===== src/rtl/indirect_resid_gate.sv =====
// Indirect (feature-match) VO back-end: aligns the frame-0 matched index with
// the projected index coming back from the external projection pipeline,
// forms signed reprojection residuals, gates outliers against per-frame
// thresholds and accumulates per-frame inlier/total/L1 statistics.
// The L1 accumulator assumes SUM_BW is wider than one |dx|+|dy| term.
module indirect_resid_gate #(
    parameter int H_BW      = 10,
    parameter int V_BW      = 9,
    parameter int ALIGN_LAT = 11,
    parameter int CNT_BW    = 20,
    parameter int SUM_BW    = 32
) (
    input  logic                     i_clk,
    input  logic                     i_rst_n,
    input  logic                     i_frame_start,
    input  logic                     i_frame_end,
    input  logic                     i_valid,
    input  logic [H_BW-1:0]          i_idx1_x,
    input  logic [V_BW-1:0]          i_idx1_y,
    input  logic                     i_proj_valid,
    input  logic [H_BW-1:0]          i_proj_x,
    input  logic [V_BW-1:0]          i_proj_y,
    input  logic [H_BW-1:0]          r_thresh_x,
    input  logic [V_BW-1:0]          r_thresh_y,
    input  logic                     r_gate_en,
    output logic                     o_frame_start,
    output logic                     o_frame_end,
    output logic                     o_valid,
    output logic                     o_inlier,
    output logic signed [H_BW:0]     o_diffs_x,
    output logic signed [V_BW:0]     o_diffs_y,
    output logic                     o_stat_valid,
    output logic [CNT_BW-1:0]        o_inlier_cnt,
    output logic [CNT_BW-1:0]        o_total_cnt,
    output logic [SUM_BW-1:0]        o_l1_sum,
    output logic                     o_align_err
);

    localparam int MAX_BW = (H_BW > V_BW) ? H_BW : V_BW;
    localparam int ABS_W  = MAX_BW + 2;

    typedef enum logic [1:0] {
        IDLE = 2'd0,
        ACC  = 2'd1,
        DONE = 2'd2
    } state_t;

    state_t state;

    logic            dl_valid [ALIGN_LAT];
    logic            dl_start [ALIGN_LAT];
    logic            dl_end   [ALIGN_LAT];
    logic [H_BW-1:0] dl_x     [ALIGN_LAT];
    logic [V_BW-1:0] dl_y     [ALIGN_LAT];

    logic            d_valid;
    logic            d_frame_start;
    logic            d_frame_end;
    logic [H_BW-1:0] d_idx1_x;
    logic [V_BW-1:0] d_idx1_y;

    logic              samp_valid;
    logic signed [H_BW:0] dx;
    logic signed [V_BW:0] dy;
    logic [H_BW:0]     abs_dx;
    logic [V_BW:0]     abs_dy;
    logic [ABS_W-1:0]  abs_sum;
    logic [H_BW-1:0]   thr_x_eff;
    logic [V_BW-1:0]   thr_y_eff;
    logic              gate_eff;
    logic              inlier_now;
    logic              acc_en;

    logic [H_BW-1:0]   thr_x_s;
    logic [V_BW-1:0]   thr_y_s;
    logic              gate_en_s;

    logic [CNT_BW-1:0] total_acc;
    logic [CNT_BW-1:0] inlier_acc;
    logic [SUM_BW-1:0] l1_acc;
    logic [CNT_BW-1:0] base_total;
    logic [CNT_BW-1:0] base_inlier;
    logic [SUM_BW-1:0] base_l1;

    function automatic logic [CNT_BW-1:0] sat_inc(input logic [CNT_BW-1:0] a,
                                                  input logic inc);
        return (inc && (a != '1)) ? a + CNT_BW'(1) : a;
    endfunction

    function automatic logic [SUM_BW-1:0] sat_l1(input logic [SUM_BW-1:0] a,
                                                 input logic [ABS_W-1:0] b);
        logic [SUM_BW:0] w;
        w = {1'b0, a} + (SUM_BW+1)'(b);
        return w[SUM_BW] ? '1 : w[SUM_BW-1:0];
    endfunction

    assign d_valid       = dl_valid[ALIGN_LAT-1];
    assign d_frame_start = dl_start[ALIGN_LAT-1];
    assign d_frame_end   = dl_end[ALIGN_LAT-1];
    assign d_idx1_x      = dl_x[ALIGN_LAT-1];
    assign d_idx1_y      = dl_y[ALIGN_LAT-1];

    // Entry-side shift register so idx1 and markers meet the projection result
    always_ff @(posedge i_clk) begin
        if (!i_rst_n) begin
            for (int i = 0; i < ALIGN_LAT; i++) begin
                dl_valid[i] <= 1'b0;
                dl_start[i] <= 1'b0;
                dl_end[i]   <= 1'b0;
                dl_x[i]     <= '0;
                dl_y[i]     <= '0;
            end
        end else begin
            dl_valid[0] <= i_valid;
            dl_start[0] <= i_frame_start;
            dl_end[0]   <= i_frame_end;
            dl_x[0]     <= i_idx1_x;
            dl_y[0]     <= i_idx1_y;
            for (int i = 1; i < ALIGN_LAT; i++) begin
                dl_valid[i] <= dl_valid[i-1];
                dl_start[i] <= dl_start[i-1];
                dl_end[i]   <= dl_end[i-1];
                dl_x[i]     <= dl_x[i-1];
                dl_y[i]     <= dl_y[i-1];
            end
        end
    end

    // Residuals, gate decision and accumulator bases; the start cycle sees the live thresholds
    always_comb begin
        samp_valid  = d_valid & i_proj_valid;
        dx          = $signed({1'b0, d_idx1_x}) - $signed({1'b0, i_proj_x});
        dy          = $signed({1'b0, d_idx1_y}) - $signed({1'b0, i_proj_y});
        abs_dx      = dx[H_BW] ? $unsigned(-dx) : $unsigned(dx);
        abs_dy      = dy[V_BW] ? $unsigned(-dy) : $unsigned(dy);
        abs_sum     = ABS_W'(abs_dx) + ABS_W'(abs_dy);
        thr_x_eff   = d_frame_start ? r_thresh_x : thr_x_s;
        thr_y_eff   = d_frame_start ? r_thresh_y : thr_y_s;
        gate_eff    = d_frame_start ? r_gate_en  : gate_en_s;
        inlier_now  = samp_valid & (~gate_eff |
                      ((abs_dx <= {1'b0, thr_x_eff}) & (abs_dy <= {1'b0, thr_y_eff})));
        acc_en      = d_frame_start | (state == ACC);
        base_total  = d_frame_start ? '0 : total_acc;
        base_inlier = d_frame_start ? '0 : inlier_acc;
        base_l1     = d_frame_start ? '0 : l1_acc;
    end

    // Registered residual stage; diffs hold their last valid value
    always_ff @(posedge i_clk) begin
        if (!i_rst_n) begin
            o_valid       <= 1'b0;
            o_inlier      <= 1'b0;
            o_diffs_x     <= '0;
            o_diffs_y     <= '0;
            o_frame_start <= 1'b0;
            o_frame_end   <= 1'b0;
        end else begin
            o_valid       <= samp_valid;
            o_inlier      <= inlier_now;
            o_frame_start <= d_frame_start;
            o_frame_end   <= d_frame_end;
            if (samp_valid) begin
                o_diffs_x <= dx;
                o_diffs_y <= dy;
            end
        end
    end

    // Frame FSM: shadows, saturating accumulators, publish and sticky misalignment flag
    always_ff @(posedge i_clk) begin
        if (!i_rst_n) begin
            state        <= IDLE;
            thr_x_s      <= '0;
            thr_y_s      <= '0;
            gate_en_s    <= 1'b0;
            total_acc    <= '0;
            inlier_acc   <= '0;
            l1_acc       <= '0;
            o_stat_valid <= 1'b0;
            o_inlier_cnt <= '0;
            o_total_cnt  <= '0;
            o_l1_sum     <= '0;
            o_align_err  <= 1'b0;
        end else begin
            if ((d_valid != i_proj_valid) || (d_frame_start && (state == ACC))) begin
                o_align_err <= 1'b1;
            end

            if (acc_en) begin
                total_acc  <= sat_inc(base_total, samp_valid);
                inlier_acc <= sat_inc(base_inlier, inlier_now);
                l1_acc     <= sat_l1(base_l1, inlier_now ? abs_sum : '0);
            end

            o_stat_valid <= (state == DONE);
            if (state == DONE) begin
                o_total_cnt  <= total_acc;
                o_inlier_cnt <= inlier_acc;
                o_l1_sum     <= l1_acc;
            end

            if (d_frame_start) begin
                thr_x_s   <= r_thresh_x;
                thr_y_s   <= r_thresh_y;
                gate_en_s <= r_gate_en;
                state     <= d_frame_end ? DONE : ACC;
            end else begin
                case (state)
                    ACC:     state <= d_frame_end ? DONE : ACC;
                    DONE:    state <= IDLE;
                    default: state <= IDLE;
                endcase
            end
        end
    end

endmodule


===== config.mk =====
export PLATFORM = sky130hd
export DESIGN_NAME = indirect_resid_gate
export DESIGN_NICKNAME = d
export VERILOG_FILES = /design/src/rtl/indirect_resid_gate.sv
export SDC_FILE = /design/constraint.sdc
export NUM_CORES = 1
export LEC_CHECK = 0
export ABC_AREA = 1
export CAP_MARGIN = 25
export CORE_UTILIZATION = 62
export DETAILED_ROUTE_END_ITERATION = 10
export PLACE_DENSITY_LB_ADDON = 0.12
export SYNTH_ARGS = -nofsm -noshare
export SYNTH_HDL_FRONTEND = slang
export SYNTH_SLANG_ARGS = --single-unit

===== constraint.sdc =====
create_clock -name i_clk -period 11.1 [get_ports i_clk]
set_input_delay 2.775 -clock i_clk [delete_from_list [all_inputs] [get_ports i_clk]]
set_output_delay 2.775 -clock i_clk [all_outputs]
set_load 0.01 [all_outputs]

Word level (Yosys, flattened, before mapping)
Memory sizes are Yosys's and may differ from the RTL's.
Cells that the tools add are included.
{ "classes": {"n_addsub": 8, "multipliers": 0, "div_mod_pow": 0, "magnitude_cmp": 2, "eq_ne": 5, "shift": 0, "mux": 72, "bitwise_logic": 61, "n_reduce_logical": 4} }
{ "ops": {"columns": ["operator", "n"], "rows": [
  ["10-bit 2-to-1 mux", 13],
  ["9-bit 2-to-1 mux", 12],
  ["20-bit 2-to-1 mux", 4],
  ["32-bit 2-to-1 mux", 2],
  ["1-bit bitwise OR", 57],
  ["20-bit by 1-bit adder with 20-bit output (second input constant)", 2],
  ["20-bit != test (second input constant)", 2],
  ["1-bit 2-to-1 mux", 36],
  ["32-bit by 12-bit adder with 33-bit output", 1],
  ["11-bit by 10-bit adder with 12-bit output", 1],
  ["12-bit 2-to-1 mux", 1],
  ["11-bit by 10-bit less-or-equal comparator with 1-bit output", 1],
  ["11-bit 2-to-1 mux", 1],
  ["11-bit negation", 1],
  ["10-bit by 10-bit subtractor with 11-bit output", 1],
  ["10-bit by 9-bit less-or-equal comparator with 1-bit output", 1],
  ["10-bit negation", 1],
  ["9-bit by 9-bit subtractor with 10-bit output", 1],
  ["2-bit 2-to-1 mux", 3],
  ["1-bit AND", 3],
  ["1-bit logical AND", 3],
  ["2-bit by 1-bit == test with 1-bit output (second input constant)", 1],
  ["2-bit == test (second input constant)", 1],
  ["1-bit logical OR", 1],
  ["other kinds (2)", 2]
]} }
{ "totals": {"register_bits": 193, "latchBits": 0, "mem_bits_rw": 242, "rom_bits": 0, "inputBits": 64, "out_inout_bits": 99, "elab_cells": 175, "mem_count": 5} }
{ "mem_list": {"columns": ["memory", "words", "word_bits", "rd", "rd_clocked_by_memory_dff", "write_ports", "line", "source"], "rows": [
  ["dl_x", 11, 10, 11, 0, 11, "53", "logic [H_BW-1:0] dl_x [ALIGN_LAT];"],
  ["dl_y", 11, 9, 11, 0, 11, "54", "logic [V_BW-1:0] dl_y [ALIGN_LAT];"],
  ["dl_end", 11, 1, 11, 0, 11, "52", "logic dl_end [ALIGN_LAT];"],
  ["dl_start", 11, 1, 11, 0, 11, "51", "logic dl_start [ALIGN_LAT];"],
  ["dl_valid", 11, 1, 11, 0, 11, "50", "logic dl_valid [ALIGN_LAT];"]
]} }

Depth between registers and ports, before layout
Gate-level depths: netlist of the first run.
{ "depth": {"depth_word": 10, "ltp_mapped": 45, "mapped_depth_nobuf": 44} }

Worst setup path after synthesis of the first run
No wires, ideal clock.
{ "synth_path": {"path_kind": "input to register", "from": "in i_proj_x[0]", "to": "reg l1_acc[12]", "setup_time_ps": 114, "t_arrival_ps": 7597, "required_time_ps": 10986, "setup_slack_ps": 3390, "stages": 43, "n_path_buf": 2, "cell_sequence": "ha_1 inv_1 fa_1 inv_1 ha_1 inv_1 nor2_1 nand3_1 nor2_1 nand3_1 nor2_2 nor2_1 xnor2_1 ha_1 nand2_1 inv_1 nand2_1 nand2_1 [7 not listed] nand2_4 buf_6 nor2_1 ha_1 fa_1 nand3_1 nand3_2 a21oi_2 o21ai_2 a21oi_2 nor3_4 nand2_2 nor2_2 a21oi_4 inv_2 buf_6 o21bai_1 inv_1"} }
{ "synth_between": {"elab_chain_cells": 10, "word_cells_on_any_way": 11, "classes_between": "add/sub: 4; order compare: 1; mux: 3; bitwise: 3"} }
{ "synth_lines": {"columns": ["item", "line", "source"], "rows": [
  ["start, declared", "21", "input logic [H_BW-1:0] i_proj_x,"],
  ["10-bit by 10-bit subtractor with 11-bit output *", "132", "dx = $signed({1'b0, d_idx1_x}) - $signed({1'b0, i_proj_x});"],
  ["net dx[1]", "63", "logic signed [H_BW:0] dx;"],
  ["11-bit negation", "134", "abs_dx = dx[H_BW] ? $unsigned(-dx) : $unsigned(dx);"],
  ["11-bit 2-to-1 mux *", "134", null],
  ["11-bit by 10-bit less-or-equal comparator with 1-bit output", "141", "((abs_dx <= {1'b0, thr_x_eff}) & (abs_dy <= {1'b0, thr_y_eff})));"],
  ["1-bit AND", "141", null],
  ["1-bit bitwise OR", "140", "inlier_now = samp_valid & (~gate_eff |"],
  ["1-bit AND", "140", null],
  ["12-bit 2-to-1 mux *", "192", "l1_acc <= sat_l1(base_l1, inlier_now ? abs_sum : '0);"],
  ["32-bit by 12-bit adder with 33-bit output *", "93", "w = {1'b0, a} + (SUM_BW+1)'(b);"],
  ["32-bit 2-to-1 mux *", "94", "return w[SUM_BW] ? '1 : w[SUM_BW-1:0];"],
  ["end signal, assigned", "192", null],
  ["end, declared", "80", "logic [SUM_BW-1:0] l1_acc;"]
]} }
Mark *: on every way through the listed nets, which the timed path passes. The rest lies on a longest branch.
A chain may end at the register's enable or synchronous reset.

Final worst setup path of the first run
{ "layout_path": {"from": "in i_proj_x[0]", "to": "reg l1_acc[7]"} }
Same word-level chain as after synthesis.

==> flow_results.xml, run 1 <==
<?xml version="1.0" encoding="UTF-8"?>
<metrics>
  <group name="status">
    <metric name="outcome" unit="">complete, no violations</metric>
  </group>
  <group name="setup_path">
    <metric name="destination_of_the_worst_register_to_register_timing_path" unit="">l1_acc[7]</metric>
    <metric name="rrSetupSlack" unit="ns">4.80</metric>
    <metric name="cp-start-kind" unit="">input pin</metric>
    <metric name="critical_r2r_launch" unit="">dl_x[0][100]</metric>
    <metric name="worst-path-max-fanout" unit="">15</metric>
    <metric name="end_kind" unit="">flip-flop</metric>
    <metric name="startpoint" unit="">i_proj_x[0]</metric>
    <metric name="crit_path_max_incr_delay" unit="ns">0.45</metric>
    <metric name="worst_path_max_delay_cell" unit="">sky130_fd_sc_hd__clkdlybuf4s50_1</metric>
    <metric name="r2r.worst_path.cells" unit="">42</metric>
    <metric name="critical_path_class" unit="">in2reg</metric>
    <metric name="arrival" unit="ns">9.12</metric>
    <metric name="timing.critical_path.buf_inv" unit="">6</metric>
    <metric name="dominant_delay_contributor_by_cell_family_on_the_critical_path" unit="">simple AND/OR/NAND/NOR gates</metric>
    <metric name="cp_data_required_time" unit="ns">11.53</metric>
    <metric name="crit_top_cell" unit="">sky130_fd_sc_hd__nand2_1</metric>
  </group>
  <group name="yosys">
    <metric name="synthDominantAreaCellType" unit="">sky130_fd_sc_hd__dfxtp_1</metric>
    <metric name="synth_enable_flop_cells" unit="">0</metric>
    <metric name="synth_seq_area_share" unit="%">47.4</metric>
    <metric name="ys_ff_latch" unit="">435</metric>
    <metric name="syn_area_per_cell" unit="um^2">7.57</metric>
    <metric name="synth_top_cell_area_share" unit="%">47.4</metric>
    <metric name="post_synth_inst_count" unit="">2424</metric>
    <metric name="dominantRegCellSynth" unit="">sky130_fd_sc_hd__dfxtp_1</metric>
    <metric name="synthesis.yosys.warnings" unit="">0</metric>
    <metric name="synthDistinctLibCells" unit="">53</metric>
    <metric name="synth_area" unit="um^2">18400</metric>
    <metric name="synth_area_leaders" unit="">sky130_fd_sc_hd__dfxtp_1, sky130_fd_sc_hd__nand2_1, sky130_fd_sc_hd__inv_1</metric>
    <metric name="synth_nets" unit="">2557</metric>
    <metric name="ys_async_sr_fraction" unit="%">0</metric>
  </group>
  <group name="place">
    <metric name="port_buffers" unit="">162</metric>
    <metric name="place.gp.congestion" unit="">0.941</metric>
    <metric name="post-dp-hpwl" unit="mm">26.8</metric>
    <metric name="detailed_place.area" unit="um^2">20100</metric>
    <metric name="pre_cts_ws" unit="ns">1.95</metric>
  </group>
  <group name="clocking">
    <metric name="cts-htree-levels" unit="">2</metric>
    <metric name="cts.sinks" unit="">435</metric>
    <metric name="postCtsResizedCells" unit="">0</metric>
    <metric name="clock_insertion_delay_worst_skew" unit="ns">0.55</metric>
    <metric name="cts_tree" unit="">done</metric>
    <metric name="clk_path_buf_depth" unit="">3</metric>
    <metric name="root_buffer_selected_by_cts" unit="">sky130_fd_sc_hd__clkbuf_16</metric>
    <metric name="hold_bufs_inserted_after_cts" unit="">0</metric>
    <metric name="cts_buffers" unit="">43</metric>
    <metric name="cts.repair_timing.setup_buffer_count" unit="">0</metric>
    <metric name="clk_pin_slew_worst_paths" unit="ns">0.06</metric>
  </group>
  <group name="job">
    <metric name="cap_violations" unit="">0</metric>
  </group>
  <group name="finish">
    <metric name="n_fill_cell" unit="">2179</metric>
    <metric name="syn_to_final_growth" unit="%">17.1</metric>
    <metric name="drive_gt1_share" unit="%">5.44</metric>
    <metric name="utilization" unit="%">74.3</metric>
    <metric name="finalNetCount" unit="">2678</metric>
    <metric name="layout_common_cells" unit="">sky130_fd_sc_hd__nand2_1, sky130_fd_sc_hd__inv_1, sky130_fd_sc_hd__dfxtp_1</metric>
    <metric name="finalInstanceArea" unit="um^2">21500</metric>
    <metric name="final_common_cell" unit="">sky130_fd_sc_hd__nand2_1</metric>
    <metric name="layout.area.seq" unit="um^2">8710</metric>
    <metric name="antennaDiodeCount" unit="">0</metric>
    <metric name="multi_input_comb_area" unit="um^2">7290</metric>
  </group>
  <group name="routing">
    <metric name="viasPerCell" unit="">5.06</metric>
    <metric name="drcViolationCount" unit="">0</metric>
    <metric name="num_vias" unit="">15000</metric>
    <metric name="wirelength" unit="mm">40.3</metric>
    <metric name="route.detailed.wl_per_inst" unit="um">13.6</metric>
    <metric name="drtAntennaViolNets" unit="">0</metric>
    <metric name="initialDrtViolationCount" unit="">1243</metric>
    <metric name="tritonroute_pass_1_iters" unit="">5</metric>
  </group>
  <group name="floorplan">
    <metric name="rows" unit="">62</metric>
    <metric name="design.core.area" unit="um^2">28900</metric>
    <metric name="floorplan.initialDensity" unit="%">63.5</metric>
    <metric name="die_w" unit="um">174</metric>
    <metric name="chipHeight" unit="um">174</metric>
    <metric name="fp.dieArea" unit="um^2">30300</metric>
    <metric name="top_level_ports" unit="">163</metric>
  </group>
  <group name="hold_path">
    <metric name="hold_path_end" unit="">dl_y[0][11]</metric>
    <metric name="worstHoldPathType" unit="">reg2reg</metric>
    <metric name="worstHoldStart" unit="">dl_y[0][2]</metric>
    <metric name="worst_hold_path.num_cells" unit="">2</metric>
  </group>
  <group name="sta">
    <metric name="layout_worst_path_cycle_share" unit="%">78.3</metric>
    <metric name="report.final.setup_viol" unit="">0</metric>
    <metric name="relSlewSlack" unit="%">32.3</metric>
    <metric name="finalSetupTns" unit="ns">0</metric>
    <metric name="finalWorstSetupSlack" unit="ns">2.41</metric>
    <metric name="setup_skew_after_layout" unit="ns">0.0169</metric>
    <metric name="final_max_slew_violation_count" unit="">0</metric>
    <metric name="grt_setup_unrepaired" unit="">false</metric>
    <metric name="finalWorstPathRequiredPeriod" unit="ns">8.69</metric>
    <metric name="fmaxAchievable" unit="GHz">0.115</metric>
    <metric name="timing_hold_violations_final" unit="">0</metric>
    <metric name="worstMarginPinSlew" unit="ns">1.01</metric>
  </group>
  <group name="power_and_ir_drop">
    <metric name="irDropWorstVdd" unit="uV">153</metric>
    <metric name="pwr-share-seq" unit="%">50.0</metric>
    <metric name="p_int" unit="mW">2.46</metric>
    <metric name="switching_power" unit="uW">688</metric>
    <metric name="finalPower" unit="mW">3.15</metric>
    <metric name="power.share.clock" unit="%">44.9</metric>
    <metric name="power.switching_fraction" unit="%">21.8</metric>
    <metric name="power.share.combinational" unit="%">5.1</metric>
    <metric name="static-leakage-power" unit="nW">11.1</metric>
    <metric name="p_per_area" unit="nW/um^2">147</metric>
  </group>
  <group name="global_route">
    <metric name="first_global_vias" unit="">14200</metric>
    <metric name="grt_first_pass_wirelength" unit="mm">67.1</metric>
    <metric name="grt_max_degree" unit="">169</metric>
    <metric name="grt.overflow.total" unit="">0</metric>
    <metric name="gr-usage-all-layers" unit="%">26.7</metric>
    <metric name="number_of_antenna_violations_at_the_first_check_in_global_routing" unit="">0</metric>
  </group>
</metrics>
-- power by group through the flow --
| stage | clock network (mW) | logic [mW] | registers, mW |
|---|---|---|---|
| 6_report | 1.41 | 0.161 | 1.58 |
| 5_1_grt | 1.50 | 0.180 | 1.58 |
| 4_1_cts | 1.44 | 0.159 | 1.58 |
| 3_5_place_dp | 0 | 0.157 | 1.61 |
| 3_3_place_gp | 0 | 0.153 | 1.61 |
| 2_1_floorplan | 0 | 0.104 | 1.61 |
-- metal layers --
metal  track usage, %  up-vias  wire [um]
met1             34.9     6782      17900
met4             7.05        0        677
met3             4.29       56       2680
met5                0        -          0
li1                 -     7631          -
met2             45.8      481      19000
-- final cells by class --
cell class / count / area share [%]
Sequential cell: 435 / 40.5
Tap cell: 384 / 2.23
Clock buffer: 60 / 5.77
Multi-Input combinational cell: 1384 / 33.9
Timing Repair Buffer: 170 / 7.94
Inverter: 511 / 8.96
Clock inverter: 13 / 0.652
-- cells by family (layout without fill, tap and decap cells) --
| logic type | count (synthesis) | after routing | synth area share (%) |
|---|---|---|---|
| simple gates | 909 | 909 | 21.4 |
| mux | 17 | 17 | 0.927 |
| compound gates | 335 | 335 | 9.91 |
| flops | 435 | 435 | 47.4 |
| xor+xnor | 54 | 54 | 2.58 |
| buf+inv | 605 | 754 | 12.9 |
| fa+ha+maj | 69 | 69 | 4.87 |
-- stage by stage --
stage	hold slack [ns]	cells
finish	0.405	2957
global route	0.422	2957
CTS	0.409	2957
detailed placement	0.395	2884
global placement	0.392	2883
floorplan	0.386	2424
-- state kept, by name (all words and copies together) (netlist names), 20 cells and up --
name          flops
dl_x            110
o_inlier_cnt     20
dl_y             99
o_total_cnt      20
o_l1_sum         32
inlier_acc       20
l1_acc           32
total_acc        20
-- tightest hold or removal path, cell delays in order, from the launching register on --
cell and delay (ns):
sky130_fd_sc_hd__dfxtp_1 0.30, sky130_fd_sc_hd__nand2_1 0.04, sky130_fd_sc_hd__inv_1 0.04
-- Yosys cell counts, types with 3 or more instances --
master                     count
sky130_fd_sc_hd__nand2_1     520
sky130_fd_sc_hd__inv_1       504
sky130_fd_sc_hd__dfxtp_1     435
sky130_fd_sc_hd__nor2_1      195
sky130_fd_sc_hd__a21oi_1     146
sky130_fd_sc_hd__o21ai_0     140
sky130_fd_sc_hd__nand3_1      78
sky130_fd_sc_hd__clkbuf_1     71
sky130_fd_sc_hd__ha_1         65
sky130_fd_sc_hd__xor2_1       43
sky130_fd_sc_hd__nand4_1      31
sky130_fd_sc_hd__nor3_1       27
sky130_fd_sc_hd__mux2i_1      17
sky130_fd_sc_hd__o211ai_1     12
sky130_fd_sc_hd__o21bai_1     12
sky130_fd_sc_hd__nor2_2       11
sky130_fd_sc_hd__xnor2_1      11
sky130_fd_sc_hd__a21oi_2       9
sky130_fd_sc_hd__buf_6         9
sky130_fd_sc_hd__buf_2         8
sky130_fd_sc_hd__nor4_1        8
sky130_fd_sc_hd__nand2_2       6
sky130_fd_sc_hd__buf_1         5
sky130_fd_sc_hd__nand2_4       5
sky130_fd_sc_hd__fa_1          4
sky130_fd_sc_hd__inv_2         4
sky130_fd_sc_hd__nand3_2       4
sky130_fd_sc_hd__nor2_4        4
sky130_fd_sc_hd__a21o_1        3
sky130_fd_sc_hd__a31oi_1       3
sky130_fd_sc_hd__nor3_2        3
-- worst max-delay path by stage --
stage	to	slack (ns)	depth (start not counted)
floorplan	l1_acc[12]	3.39	43
global placement	l1_acc[5]	2.06	37
detailed placement	l1_acc[8]	1.95	38
CTS	l1_acc[9]	2.48	42
global route	l1_acc[7]	1.82	41
finish	l1_acc[7]	2.41	42
Power figures use the tool's default switching activity.
==> run 2: changes to the inputs <==
--- a/config.mk
+++ b/config.mk
@@ -7,7 +7,7 @@
 export LEC_CHECK = 0
 export ABC_AREA = 1
 export CAP_MARGIN = 25
-export CORE_UTILIZATION = 62
+export CORE_UTILIZATION = 52
 export DETAILED_ROUTE_END_ITERATION = 10
 export PLACE_DENSITY_LB_ADDON = 0.12
 export SYNTH_ARGS = -nofsm -noshare
==> constraint.sdc (replaced) <==
create_clock -name i_clk -period 7.45 [get_ports i_clk]
set_input_delay 1.8625 -clock i_clk [delete_from_list [all_inputs] [get_ports i_clk]]
set_output_delay 1.8625 -clock i_clk [all_outputs]
set_load 0.01 [all_outputs]
==> flow_results.xml, run 2 (same netlist as run 1, synthesis figures left out) <==
<?xml version="1.0" encoding="UTF-8"?>
<metrics>
  <group name="routing">
    <metric name="drtAntennaViolNets" unit="">0</metric>
    <metric name="num_vias" unit="">14900</metric>
    <metric name="viasPerCell" unit="">4.84</metric>
    <metric name="wirelength" unit="mm">40.7</metric>
    <metric name="initialDrtViolationCount" unit="">704</metric>
    <metric name="route.detailed.wl_per_inst" unit="um">13.2</metric>
    <metric name="drcViolationCount" unit="">0</metric>
    <metric name="tritonroute_pass_1_iters" unit="">5</metric>
  </group>
  <group name="floorplan">
    <metric name="rows" unit="">68</metric>
    <metric name="fp.dieArea" unit="um^2">36100</metric>
    <metric name="floorplan.initialDensity" unit="%">53.0</metric>
    <metric name="chipHeight" unit="um">190</metric>
    <metric name="top_level_ports" unit="">163</metric>
    <metric name="design.core.area" unit="um^2">34600</metric>
    <metric name="die_w" unit="um">190</metric>
  </group>
  <group name="power_and_ir_drop">
    <metric name="irDropWorstVdd" unit="uV">236</metric>
    <metric name="static-leakage-power" unit="nW">11.3</metric>
    <metric name="p_per_area" unit="nW/um^2">222</metric>
    <metric name="finalPower" unit="mW">4.90</metric>
  </group>
  <group name="clocking">
    <metric name="clock_insertion_delay_worst_skew" unit="ns">0.57</metric>
    <metric name="hold_bufs_inserted_after_cts" unit="">0</metric>
    <metric name="cts.sinks" unit="">435</metric>
    <metric name="cts-htree-levels" unit="">2</metric>
    <metric name="clk_pin_slew_worst_paths" unit="ns">0.06</metric>
    <metric name="clk_path_buf_depth" unit="">3</metric>
    <metric name="root_buffer_selected_by_cts" unit="">sky130_fd_sc_hd__clkbuf_16</metric>
    <metric name="cts_tree" unit="">done</metric>
    <metric name="cts_buffers" unit="">45</metric>
  </group>
  <group name="setup_path">
    <metric name="arrival" unit="ns">7.44</metric>
    <metric name="crit_path_max_incr_delay" unit="ns">0.46</metric>
    <metric name="rrSetupSlack" unit="ns">1.92</metric>
    <metric name="cp-start-kind" unit="">input pin</metric>
    <metric name="end_kind" unit="">flip-flop</metric>
    <metric name="cp_data_required_time" unit="ns">7.91</metric>
    <metric name="crit_top_cell" unit="">sky130_fd_sc_hd__nand2_1</metric>
    <metric name="critical_path_class" unit="">in2reg</metric>
    <metric name="worst_path_max_delay_cell" unit="">sky130_fd_sc_hd__fa_1</metric>
    <metric name="worst-path-max-fanout" unit="">15</metric>
  </group>
  <group name="place">
    <metric name="port_buffers" unit="">162</metric>
    <metric name="post-dp-hpwl" unit="mm">27.7</metric>
    <metric name="place.gp.congestion" unit="">0.904</metric>
  </group>
  <group name="sta">
    <metric name="worstMarginPinSlew" unit="ns">1.05</metric>
    <metric name="fmaxAchievable" unit="GHz">0.143</metric>
    <metric name="final_max_slew_violation_count" unit="">0</metric>
    <metric name="timing_hold_violations_final" unit="">0</metric>
    <metric name="grt_setup_unrepaired" unit="">true</metric>
    <metric name="hold_worst_slack" unit="ns">0.407</metric>
    <metric name="report.final.setup_viol" unit="">0</metric>
    <metric name="relSlewSlack" unit="%">30.0</metric>
    <metric name="finalWorstPathRequiredPeriod" unit="ns">6.98</metric>
    <metric name="layout_worst_path_cycle_share" unit="%">93.7</metric>
    <metric name="setup_skew_after_layout" unit="ns">0.0161</metric>
  </group>
  <group name="hold_path">
    <metric name="worstHoldPathType" unit="">reg2reg</metric>
  </group>
  <group name="global_route">
    <metric name="grt_first_pass_wirelength" unit="mm">67.4</metric>
    <metric name="gr-usage-all-layers" unit="%">22.9</metric>
    <metric name="first_global_vias" unit="">13900</metric>
    <metric name="number_of_antenna_violations_at_the_first_check_in_global_routing" unit="">0</metric>
    <metric name="grt_max_degree" unit="">183</metric>
    <metric name="grt.overflow.total" unit="">0</metric>
  </group>
  <group name="finish">
    <metric name="final_common_cell" unit="">sky130_fd_sc_hd__nand2_1</metric>
    <metric name="antennaDiodeCount" unit="">0</metric>
    <metric name="syn_to_final_growth" unit="%">20.3</metric>
    <metric name="finalNetCount" unit="">2713</metric>
    <metric name="layout_top_registers" unit="">dl_x (110), dl_y (99)</metric>
    <metric name="number_of_flip_flops_under_the_largest_register_name" unit="">110</metric>
    <metric name="n_fill_cell" unit="">3072</metric>
    <metric name="max_flop_register" unit="">dl_x</metric>
    <metric name="drive_gt1_share" unit="%">7.34</metric>
    <metric name="layout_common_cells" unit="">sky130_fd_sc_hd__nand2_1, sky130_fd_sc_hd__inv_1, sky130_fd_sc_hd__dfxtp_1</metric>
  </group>
  <group name="job">
    <metric name="cap_violations" unit="">0</metric>
  </group>
  <group name="status">
    <metric name="outcome" unit="">complete, no violations</metric>
  </group>
</metrics>
run 2: worst paths after layout:
kind                startpoint  cells after the start           to
hold / removal     dl_y[0][52]                      2  dl_y[0][61]
hold reg to reg    dl_y[0][52]                      2  dl_y[0][61]
setup reg to reg  dl_x[0][100]                     42    l1_acc[5]
setup / recovery   i_proj_x[0]                     42    l1_acc[5]
run 2: per-stage QoR:
step / setup TNS, ns / instances / cell area [um^2] / util (%) / worst slack (ns)
after global routing: -0.263 / 3071 / 22100 / 63.8 / -0.0454
after global placement: -0.156 / 2985 / 20400 / 59.0 / -0.0371
final: 0 / 3071 / 22100 / 63.8 / 0.467
after CTS: 0 / 3068 / 22000 / 63.5 / 0.400
after floorplan: 0 / 2424 / 18400 / - / 0.652
after detailed placement: -1.90 / 2985 / 20400 / 59.0 / -0.168
run 2: worst max-delay path, delay by kind of cell:
family                     cells  cell delay, ns
xor gates and xnor gates       1            0.16
buffers and inverters          7            0.89
and+or+nand+nor               23            1.92
AOI/OAI and AO/OA              5            0.85
adders and majority gates      6            1.74
run 2: layer usage:
metal	global-route usage [%]	part of all wire [%]
met1	30.8	47
met2	37.8	46
met3	3.56	4.9
met4	7.07	2.0
met5	0	0
run 2: final cells by class:
class                   count  area [um^2]  area share (%)
clock buffers              69         1380            6.23
clock inverters            14          184           0.833
inverters                 511         1930            8.74
multi-input cells        1384         7340            33.3
flip-flops and latches    435         8710            39.5
well taps                 455          569            2.58
repair buffers            203         1970            8.91
run 2: report_power, final:
| group | switching, mW | internal, mW | leakage (nW) |
|---|---|---|---|
| Sequential | 0.00471 | 2.35 | 3.52 |
| Combinational | 0.147 | 0.0988 | 7.04 |
| Clock | 0.916 | 1.38 | 0.764 |
run 2: timing repair:
item	in CTS	in global routing
gates resized for setup	0	15
buffers inserted	0	2
setup endpoints to repair	0	20
==> run 3: changes to the inputs <==
--- a/config.mk
+++ b/config.mk
@@ -9,7 +9,7 @@
 export CAP_MARGIN = 25
 export CORE_UTILIZATION = 52
 export DETAILED_ROUTE_END_ITERATION = 10
-export PLACE_DENSITY_LB_ADDON = 0.12
+export PLACE_DENSITY = 0.76
 export SYNTH_ARGS = -nofsm -noshare
 export SYNTH_HDL_FRONTEND = slang
 export SYNTH_SLANG_ARGS = --single-unit
==> flow_results.xml, run 3 (same netlist as run 1, synthesis figures left out) <==
<?xml version="1.0" encoding="UTF-8"?>
<metrics>
  <group name="floorplan">
    <metric name="die_w" unit="um">190</metric>
    <metric name="chipHeight" unit="um">190</metric>
    <metric name="floorplan.initialDensity" unit="%">53.0</metric>
    <metric name="fp.dieArea" unit="um^2">36100</metric>
    <metric name="rows" unit="">68</metric>
    <metric name="top_level_ports" unit="">163</metric>
    <metric name="design.core.area" unit="um^2">34600</metric>
  </group>
  <group name="hold_path">
    <metric name="worst_hold_path.num_cells" unit="">2</metric>
    <metric name="worstHoldStart" unit="">dl_end[0][9]</metric>
    <metric name="worstHoldPathType" unit="">reg2reg</metric>
    <metric name="hold_path_end" unit="">dl_end[0][10]</metric>
  </group>
  <group name="clocking">
    <metric name="clk_path_buf_depth" unit="">3</metric>
    <metric name="cts_buffers" unit="">43</metric>
    <metric name="cts-htree-levels" unit="">2</metric>
    <metric name="root_buffer_selected_by_cts" unit="">sky130_fd_sc_hd__clkbuf_16</metric>
    <metric name="hold_bufs_inserted_after_cts" unit="">0</metric>
    <metric name="cts.sinks" unit="">435</metric>
    <metric name="clock_insertion_delay_worst_skew" unit="ns">0.55</metric>
    <metric name="clk_pin_slew_worst_paths" unit="ns">0.06</metric>
    <metric name="cts_tree" unit="">done</metric>
  </group>
  <group name="power_and_ir_drop">
    <metric name="p_per_area" unit="nW/um^2">219</metric>
    <metric name="irDropWorstVdd" unit="uV">217</metric>
    <metric name="static-leakage-power" unit="nW">11.3</metric>
  </group>
  <group name="finish">
    <metric name="antennaDiodeCount" unit="">0</metric>
    <metric name="layout_common_cells" unit="">sky130_fd_sc_hd__nand2_1, sky130_fd_sc_hd__inv_1, sky130_fd_sc_hd__dfxtp_1</metric>
    <metric name="max_flop_register" unit="">dl_x</metric>
    <metric name="layout_top_registers" unit="">dl_x (110), dl_y (99)</metric>
    <metric name="finalNetCount" unit="">2719</metric>
    <metric name="drive_gt1_share" unit="%">7.27</metric>
    <metric name="syn_to_final_growth" unit="%">19.9</metric>
    <metric name="number_of_flip_flops_under_the_largest_register_name" unit="">110</metric>
    <metric name="final_common_cell" unit="">sky130_fd_sc_hd__nand2_1</metric>
  </group>
  <group name="sta">
    <metric name="layout_worst_path_cycle_share" unit="%">93.2</metric>
    <metric name="fmaxAchievable" unit="GHz">0.144</metric>
    <metric name="finalSetupTns" unit="ns">0</metric>
    <metric name="relSlewSlack" unit="%">26.9</metric>
    <metric name="finalWorstPathRequiredPeriod" unit="ns">6.94</metric>
    <metric name="setup_skew_after_layout" unit="ns">0.0141</metric>
    <metric name="final_max_slew_violation_count" unit="">0</metric>
    <metric name="hold_worst_slack" unit="ns">0.402</metric>
    <metric name="report.final.setup_viol" unit="">0</metric>
    <metric name="worstMarginPinSlew" unit="ns">1.10</metric>
    <metric name="timing_hold_violations_final" unit="">0</metric>
  </group>
  <group name="global_route">
    <metric name="grt.overflow.total" unit="">0</metric>
    <metric name="grt_first_pass_wirelength" unit="mm">66.4</metric>
    <metric name="grt_max_degree" unit="">198</metric>
    <metric name="number_of_antenna_violations_at_the_first_check_in_global_routing" unit="">0</metric>
    <metric name="gr-usage-all-layers" unit="%">22.4</metric>
    <metric name="first_global_vias" unit="">14100</metric>
  </group>
  <group name="place">
    <metric name="port_buffers" unit="">162</metric>
    <metric name="place.gp.congestion" unit="">0.880</metric>
    <metric name="post-dp-hpwl" unit="mm">27.6</metric>
  </group>
  <group name="setup_path">
    <metric name="destination_of_the_worst_register_to_register_timing_path" unit="">l1_acc[5]</metric>
    <metric name="end_kind" unit="">flip-flop</metric>
    <metric name="cp_data_required_time" unit="ns">7.89</metric>
    <metric name="critical_path_class" unit="">in2reg</metric>
    <metric name="worst_path_max_delay_cell" unit="">sky130_fd_sc_hd__clkdlybuf4s50_1</metric>
    <metric name="crit_path_max_incr_delay" unit="ns">0.48</metric>
    <metric name="worst-path-max-fanout" unit="">15</metric>
    <metric name="r2r.worst_path.cells" unit="">42</metric>
    <metric name="critical_r2r_launch" unit="">dl_y[0][90]</metric>
    <metric name="arrival" unit="ns">7.38</metric>
    <metric name="rrSetupSlack" unit="ns">1.94</metric>
    <metric name="cp-start-kind" unit="">input pin</metric>
    <metric name="crit_top_cell" unit="">sky130_fd_sc_hd__nand2_1</metric>
  </group>
  <group name="routing">
    <metric name="initialDrtViolationCount" unit="">968</metric>
    <metric name="wirelength" unit="mm">39.8</metric>
    <metric name="viasPerCell" unit="">4.85</metric>
    <metric name="drcViolationCount" unit="">0</metric>
    <metric name="num_vias" unit="">14900</metric>
    <metric name="route.detailed.wl_per_inst" unit="um">13.0</metric>
    <metric name="tritonroute_pass_1_iters" unit="">5</metric>
    <metric name="drtAntennaViolNets" unit="">0</metric>
  </group>
  <group name="status">
    <metric name="outcome" unit="">complete, no violations</metric>
  </group>
  <group name="job">
    <metric name="cap_violations" unit="">0</metric>
  </group>
</metrics>
run 3: timing repair:
action                                 4_1_cts  5_1_grt
resized for setup                            0       15
setup endpoints to repair                    0       18
endpoints found under the hold margin        0        0
buffers inserted                             0        2
run 3: how the worst max path moves through the flow:
stage | startpoint | to | slack, ns | cells past startpoint
3_3_place_gp | i_proj_x[0] | l1_acc[5] | -0.1 | 34
5_1_grt | i_proj_x[0] | l1_acc[0] | -0.003 | 41
2_1_floorplan | i_proj_x[0] | l1_acc[12] | 0.65 | 43
4_1_cts | i_proj_x[0] | l1_acc[24] | 0.44 | 33
3_5_place_dp | i_proj_x[0] | l1_acc[24] | -0.12 | 33
6_report | i_proj_x[0] | l1_acc[5] | 0.51 | 42
run 3: worst max-delay path: cells and delay by family:
family / cells / cell delay (ns)
fa+ha+maj: 6 / 1.77
simple gates: 23 / 1.70
compound gates: 6 / 0.92
buf+inv: 6 / 0.91
xor+xnor: 1 / 0.18
run 3: area by class of cell:
type                            count  area [um^2]
Fill cell                        3029        12600
Sequential cell                   435         8710
Multi-Input combinational cell   1384         7340
Timing Repair Buffer              211         2010
Inverter                          511         1930
Clock buffer                       53         1140
Tap cell                          455          569
Clock inverter                     21          314
run 3: stage by stage:
stage / utilization (%) / worst slack [ns] / power (mW) / instance area (um^2) / instances
2_1_floorplan: - / 0.652 / 2.56 / 18400 / 2424
3_3_place_gp: 59.2 / -0.0965 / 2.64 / 20500 / 2994
3_5_place_dp: 59.2 / -0.117 / 2.65 / 20500 / 2994
4_1_cts: 63.4 / 0.437 / 4.89 / 22000 / 3068
5_1_grt: 63.6 / -0.00306 / 5.01 / 22000 / 3070
6_report: 63.6 / 0.510 / 4.82 / 22000 / 3070
run 3: per-layer routing:
layer  up-vias  GRT usage (%)  wire length, um  share of wire [%]
met5         -              0                0                  0
met2       369           37.9            18600                 47
li1       7718              -                -                  -
met3        73           3.50             2230                5.6
met1      6735           28.9            18000                 45
met4         0           8.10              991                2.5
run 3: report_power, final:
group	leakage, nW	internal (mW)	switching, mW	total (mW)
sequential	3.52	2.34	0.00496	2.35
combinational	7.08	0.100	0.147	0.247
clock	0.709	1.34	0.886	2.23
total	11.3	3.78	1.04	4.82
